## src/rtl/rm_pkg.sv

```systemverilog
// Shared types and constants for the register-register execute sequencer.
// Imported by the sequencer top and its combinational ALU.
package rm_pkg;

   localparam int unsigned DW_DEF = 16;
   localparam int unsigned RW_DEF = 3;

   localparam int unsigned ST_N = 2;
   localparam int unsigned ST_V = 1;
   localparam int unsigned ST_Z = 0;

   typedef enum logic [1:0] {
      OP_ADD = 2'b00,
      OP_SUB = 2'b01,
      OP_AND = 2'b10,
      OP_MVN = 2'b11
   } op_t;

   typedef enum logic [1:0] {
      SH_NONE = 2'b00,
      SH_LSL  = 2'b01,
      SH_LSR  = 2'b10,
      SH_ASR  = 2'b11
   } shift_t;

   typedef enum logic [2:0] {
      S_WAIT  = 3'd0,
      S_GET_A = 3'd1,
      S_GET_B = 3'd2,
      S_EXEC  = 3'd3,
      S_WB    = 3'd4
   } state_t;

endpackage

```

## src/rtl/alu_sequencer_exec_alu.sv

```systemverilog
// Combinational B-operand shifter, ALU and {N,V,Z} flag generation.
// Carry-out is discarded; V is only meaningful for ADD/SUB.
module exec_alu
   import rm_pkg::*;
#(
   parameter int unsigned DW = DW_DEF
) (
   input  logic [DW-1:0] a,
   input  logic [DW-1:0] b,
   input  op_t           op,
   input  shift_t        shift,
   output logic [DW-1:0] result,
   output logic [2:0]    status
);

   logic [DW-1:0] b_sh;
   logic          ovf;

   always_comb begin
      b_sh = b;
      unique case (shift)
         SH_NONE: b_sh = b;
         SH_LSL:  b_sh = {b[DW-2:0], 1'b0};
         SH_LSR:  b_sh = {1'b0, b[DW-1:1]};
         SH_ASR:  b_sh = {b[DW-1], b[DW-1:1]};
         default: b_sh = b;
      endcase
   end

   always_comb begin
      result = '0;
      ovf    = 1'b0;
      unique case (op)
         OP_ADD: begin
            result = a + b_sh;
            // same-sign operands producing an opposite-sign sum
            ovf    = (a[DW-1] == b_sh[DW-1]) && (result[DW-1] != a[DW-1]);
         end
         OP_SUB: begin
            result = a - b_sh;
            ovf    = (a[DW-1] != b_sh[DW-1]) && (result[DW-1] != a[DW-1]);
         end
         OP_AND: result = a & b_sh;
         OP_MVN: result = ~b_sh;
         default: result = '0;
      endcase
   end

   always_comb begin
      status       = '0;
      status[ST_N] = result[DW-1];
      status[ST_V] = ovf;
      status[ST_Z] = (result == '0);
   end

endmodule

```

## src/rtl/alu_sequencer.sv

```systemverilog
// Multi-cycle execute sequencer: reads two operands from the regfile, computes
// through exec_alu, and optionally writes the result back. Moore-decoded outputs.
module alu_sequencer
   import rm_pkg::*;
#(
   parameter int unsigned DW = DW_DEF,
   parameter int unsigned RW = RW_DEF
) (
   input  logic          clk,
   input  logic          reset,
   input  logic          start,
   input  logic [1:0]    op,
   input  logic [1:0]    shift,
   input  logic [RW-1:0] rn,
   input  logic [RW-1:0] rm,
   input  logic [RW-1:0] rd,
   input  logic          wb_en,
   input  logic [DW-1:0] rf_data_out,
   output logic [RW-1:0] readnum,
   output logic [RW-1:0] writenum,
   output logic          write,
   output logic [DW-1:0] data_in,
   output logic [DW-1:0] result,
   output logic [2:0]    status,
   output logic          busy,
   output logic          done
);

   state_t        state, state_nxt;
   op_t           op_l;
   shift_t        shift_l;
   logic [RW-1:0] rn_l, rm_l, rd_l;
   logic          wb_en_l;
   logic [DW-1:0] a_q, b_q, c_q;
   logic [2:0]    status_q;
   logic [DW-1:0] alu_res;
   logic [2:0]    alu_st;

   exec_alu #(.DW(DW)) u_exec_alu (
      .a      (a_q),
      .b      (b_q),
      .op     (op_l),
      .shift  (shift_l),
      .result (alu_res),
      .status (alu_st)
   );

   always_ff @(posedge clk or posedge reset) begin
      if (reset) state <= S_WAIT;
      else       state <= state_nxt;
   end

   always_comb begin
      state_nxt = state;
      unique case (state)
         S_WAIT:  if (start) state_nxt = S_GET_A;
         S_GET_A: state_nxt = S_GET_B;
         S_GET_B: state_nxt = S_EXEC;
         S_EXEC:  state_nxt = S_WB;
         S_WB:    state_nxt = S_WAIT;
         default: state_nxt = S_WAIT;
      endcase
   end

   always_ff @(posedge clk or posedge reset) begin
      if (reset) begin
         op_l     <= OP_ADD;
         shift_l  <= SH_NONE;
         rn_l     <= '0;
         rm_l     <= '0;
         rd_l     <= '0;
         wb_en_l  <= 1'b0;
         a_q      <= '0;
         b_q      <= '0;
         c_q      <= '0;
         status_q <= '0;
      end else begin
         unique case (state)
            S_WAIT: if (start) begin
               op_l    <= op_t'(op);
               shift_l <= shift_t'(shift);
               rn_l    <= rn;
               rm_l    <= rm;
               rd_l    <= rd;
               wb_en_l <= wb_en;
            end
            S_GET_A: a_q <= rf_data_out;
            S_GET_B: b_q <= rf_data_out;
            S_EXEC: begin
               c_q      <= alu_res;
               status_q <= alu_st;
            end
            default: ;
         endcase
      end
   end

   always_comb begin
      readnum  = '0;
      writenum = '0;
      write    = 1'b0;
      done     = 1'b0;
      busy     = (state != S_WAIT);
      unique case (state)
         S_GET_A: readnum = rn_l;
         S_GET_B: readnum = rm_l;
         S_WB: begin
            writenum = rd_l;
            write    = wb_en_l;
            done     = 1'b1;
         end
         default: ;
      endcase
   end

   assign data_in = c_q;
   assign result  = c_q;
   assign status  = status_q;

endmodule

```

## config.mk

```make
export PLATFORM = sky130hd
export DESIGN_NAME = alu_sequencer
export DESIGN_NICKNAME = d
export VERILOG_FILES = /design/src/rtl/rm_pkg.sv /design/src/rtl/alu_sequencer_exec_alu.sv /design/src/rtl/alu_sequencer.sv
export SDC_FILE = /design/constraint.sdc
export NUM_CORES = 1
export LEC_CHECK = 0
export BUFFER_PORTS_ARGS = -buffer_cell sky130_fd_sc_hd__buf_2
export CAP_MARGIN = 0
export CORE_ASPECT_RATIO = 2
export CORE_MARGIN = 5
export CORE_UTILIZATION = 38
export CTS_CLUSTER_DIAMETER = 120
export DETAILED_ROUTE_END_ITERATION = 16
export HOLD_SLACK_MARGIN = 0.12
export PLACE_DENSITY = 0.71
export SLEW_MARGIN = 25
export SYNTH_ARGS = -nofsm -noshare
export SYNTH_HDL_FRONTEND = slang
export SYNTH_SLANG_ARGS = --single-unit
```

## constraint.sdc

```tcl
create_clock -name clk -period 3.5 [get_ports clk]
set_input_delay 0.175 -clock clk [delete_from_list [all_inputs] [get_ports clk]]
set_output_delay 0.175 -clock clk [all_outputs]
set_load 0.05 [all_outputs]
```

==> flow_summary.toml <==
[synthesis]
synth_seq_cells = 67
ys_warn_count = 0
synth_cells = 544
synth_nets = 610
yosys_most_used_dff = "dfrtp_1"
synth-edff-count = 0
synth-seq-area-share = 0.331
ys_types = 70
avgSynthCellArea_um2 = 9.30
async_flop_share = 1.00
synth.cell_area_mm2 = 0.00506

[layout]
fillerInstances = 1189
n_antenna_cell = 0
syn2layout_area_growth_pct = 30.8
layout.nets = 742
drive_gt1_frac = 0.364

[floorplanning]
initial_core_util = 0.387
row_count = 59
die_w_um = 91.6
ioPinCount = 77
dieArea_mm2 = 0.0159
fp.coreArea_mm2 = 0.0131
die_y_um = 173

[placement]
dp_hpwl_um = 11000
place_congestion = 0.876
io_buffers = 76

[cts]
clock_latency_ns = 0.34
cts_buffer_depth = 2
clk_pin_slew_ns = 0.07
h-tree-depth = 3
tritoncts = "yes"
numCtsBuffers = 9
numClockSinks = 67
cts_root_buf = "clkbuf_16"

[timing]
slew_headroom = 0.475
setup_viol = 0
fmaxAchievable_ghz = 0.290
grt_setup_unrepaired = "true"
fin_crit_ns = 3.45
maxSlewViolCount = 0
fin_tns_setup_ns = 0
final-hold-violation-count = 0
worstMarginPinSlew_ns = 0.787
finClkSkew_ns = 0.0136
period_share = 0.985

[worst_setup_path]
setup.worst_path.class = "reg -> reg"
worstPathCellList = "mux2_2 > mux2i_4 > buf_4 > buf_4 > fa_1 > nor2b_2 > o311a_1 > o21ai_2 > nand3_1 > a21boi_2 > xnor2_1 > o21ai_0 > nor4_2 > nand4_1 > o21ai_1"
cp_max_fo = 5
required_ns = 3.77
start_kind = "flip-flop"
cpMostUsedCell = "buf_4"
cp_slowest_cell = "dfrtp_2"
crit_arrival_ns = 3.72
crit_path_max_incr_delay_ns = 0.45
end_kind = "flip-flop"

[grt]
grt_max_degree = 46
grt_antenna_before_repair = 0
grt_use_met3 = 0.0213
grtUsageMet2 = 0.335
grt_usage = 0.177
grt_overflow = 0
grt_pass1_vias = 4632
grt_busiest_layer = "met2"
grt.met1_usage = 0.180
grt_first_pass_wirelength_um = 22400

[status]
outcome = "finished clean"

[drt]
vias = 4529
vias_per_cell = 5.44
drt_pass1_iterations = 4
wl_per_cell_um = 17.1
drc = 0
ant_nets = 0
drt_iter0_drc = 274
wirelength_um = 14200

[worst_hold_path]
hold_class = "reg -> reg"

[flow_run]
maxCapViolCount = 0
==> cells in the mapped netlist, types with 4 or more instances <==
cell type,instances,area (um2)
dfrtp_1,67,1680
mux2_2,49,552
ha_1,31,388
a211oi_1,7,52.6
o31ai_1,6,45.0
buf_2,4,20.0
nor3_1,6,30.0
o211ai_1,6,45.0
o21ai_1,4,20.0
a21o_1,10,75.1
buf_4,18,135
nand3_1,8,40.0
clkbuf_1,16,60.1
or2_2,4,25.0
inv_1,31,116
mux2i_1,22,220
nor2_1,37,139
o21ai_0,43,215
xor2_1,4,35.0
a21oi_1,25,125
a22o_1,4,35.0
xnor2_1,7,61.3
and2_1,5,31.3
nand2_1,53,199
nor3b_1,5,37.5
==> layer usage <==
metal / up-vias / part of all wire
met2: 125 / 0.56
li1: 2201 / -
met5: - / 0
met4: 0 / 0.039
met1: 2174 / 0.37
met3: 29 / 0.038
==> per-stage QoR <==
step	utilization	hold slack [ns]	setup slack, ns	std cells	cell area [um2]
final	0.506	0.484	0.0529	833	6620
after global routing	0.506	0.522	-0.141	833	6620
after CTS	0.502	0.483	0.0248	832	6560
after detailed placement	0.441	0.395	-0.376	783	5760
after global placement	0.441	0.379	-0.382	783	5760
after floorplan	-	0.292	0.123	544	5060
==> final cells by class <==
class | instances | area (um2) | area share
repair buffers | 166 | 1150 | 0.173
well taps | 152 | 190 | 0.0287
flip-flops and latches | 67 | 1680 | 0.254
multi-input cells | 399 | 3100 | 0.469
clock buffers | 9 | 225 | 0.0340
clock inverters | 7 | 146 | 0.0221
inverters | 33 | 125 | 0.0189
==> layout by cell type (no fill, tap or decap), drive strengths merged, types with 4 or more instances in the layout <==
master       netlist  final
a21o              10     10
dlygate4sd3        0     32
bufinv             0      4
buf               25    134
mux2              49     49
xnor2              7      7
xor2               4      4
or2                4      4
a21oi             28     28
a22o               4      4
nor2              37     37
nand2             53     53
inv               32     33
nor3               6      6
nor3b              5      5
dfrtp             67     67
a211oi            10     10
nand3              8      8
o21ai             47     47
mux2i             22     22
o31ai              7      7
and2               6      6
o211ai             6      6
ha                31     31
clkbuf            19      9
or3                5      5
==> flip-flops by register name, indices dropped and copies added, names as in the netlist <==
register and count:
a_q 16, b_q 16, data_in 16, op_l 2, rd_l 3, rm_l 3, rn_l 3, shift_l 2
state 3, status 2, wb_en_l 1
==> kinds of logic (layout without fill, tap and decap cells) <==
| family | count (synthesis) | after routing | synth area share |
|---|---|---|---|
| muxes | 72 | 72 | 0.157 |
| buffers and inverters | 78 | 215 | 0.0836 |
| adders and majority gates | 33 | 33 | 0.0846 |
| and+or+nand+nor | 140 | 140 | 0.131 |
| xor gates and xnor gates | 11 | 11 | 0.0190 |
| AOI/OAI and AO/OA | 143 | 143 | 0.193 |
| DFF | 67 | 67 | 0.331 |
==> what timing repair did <==
item	CTS	global route
hold buffers	32	0
endpoints found under the setup margin	4	5
pin swaps	7	3
setup buffers	2	1
gates cloned	0	0
gates resized for setup	26	15
endpoints found under the hold margin	91	0
==> final timing paths <==
kind / start / slack (ns) / cells after the start / to
worst max-delay path: shift_l[0]$_DFFE_PP0P_ / 0.05 / 15 / status[0]$_DFFE_PP0P_
worst min-delay path: status[1]$_DFFE_PP0P_ / 0.48 / 2 / status[1]$_DFFE_PP0P_
worst max register to register: shift_l[0]$_DFFE_PP0P_ / 0.05 / 15 / status[0]$_DFFE_PP0P_
worst min register to register: status[1]$_DFFE_PP0P_ / 0.48 / 2 / status[1]$_DFFE_PP0P_
max in group asynchronous: reset / 2.22 / 4 / b_q[11]$_DFFE_PP0N_
min in group asynchronous: reset / 0.50 / 3 / b_q[4]$_DFFE_PP0N_
==> critical path, delay by kind of cell (launching register included) <==
kind,cells,cell delay (ns)
and+or+nand+nor,4,0.75
adders and majority gates,1,0.41
buffers and inverters,2,0.27
xor gates and xnor gates,1,0.13
AOI/OAI and AO/OA,5,1.04
muxes,2,0.33
DFF,1,0.45
Power is not shown: default switching activity piles up to over one toggle a cycle in this logic, so the estimate is an artifact.
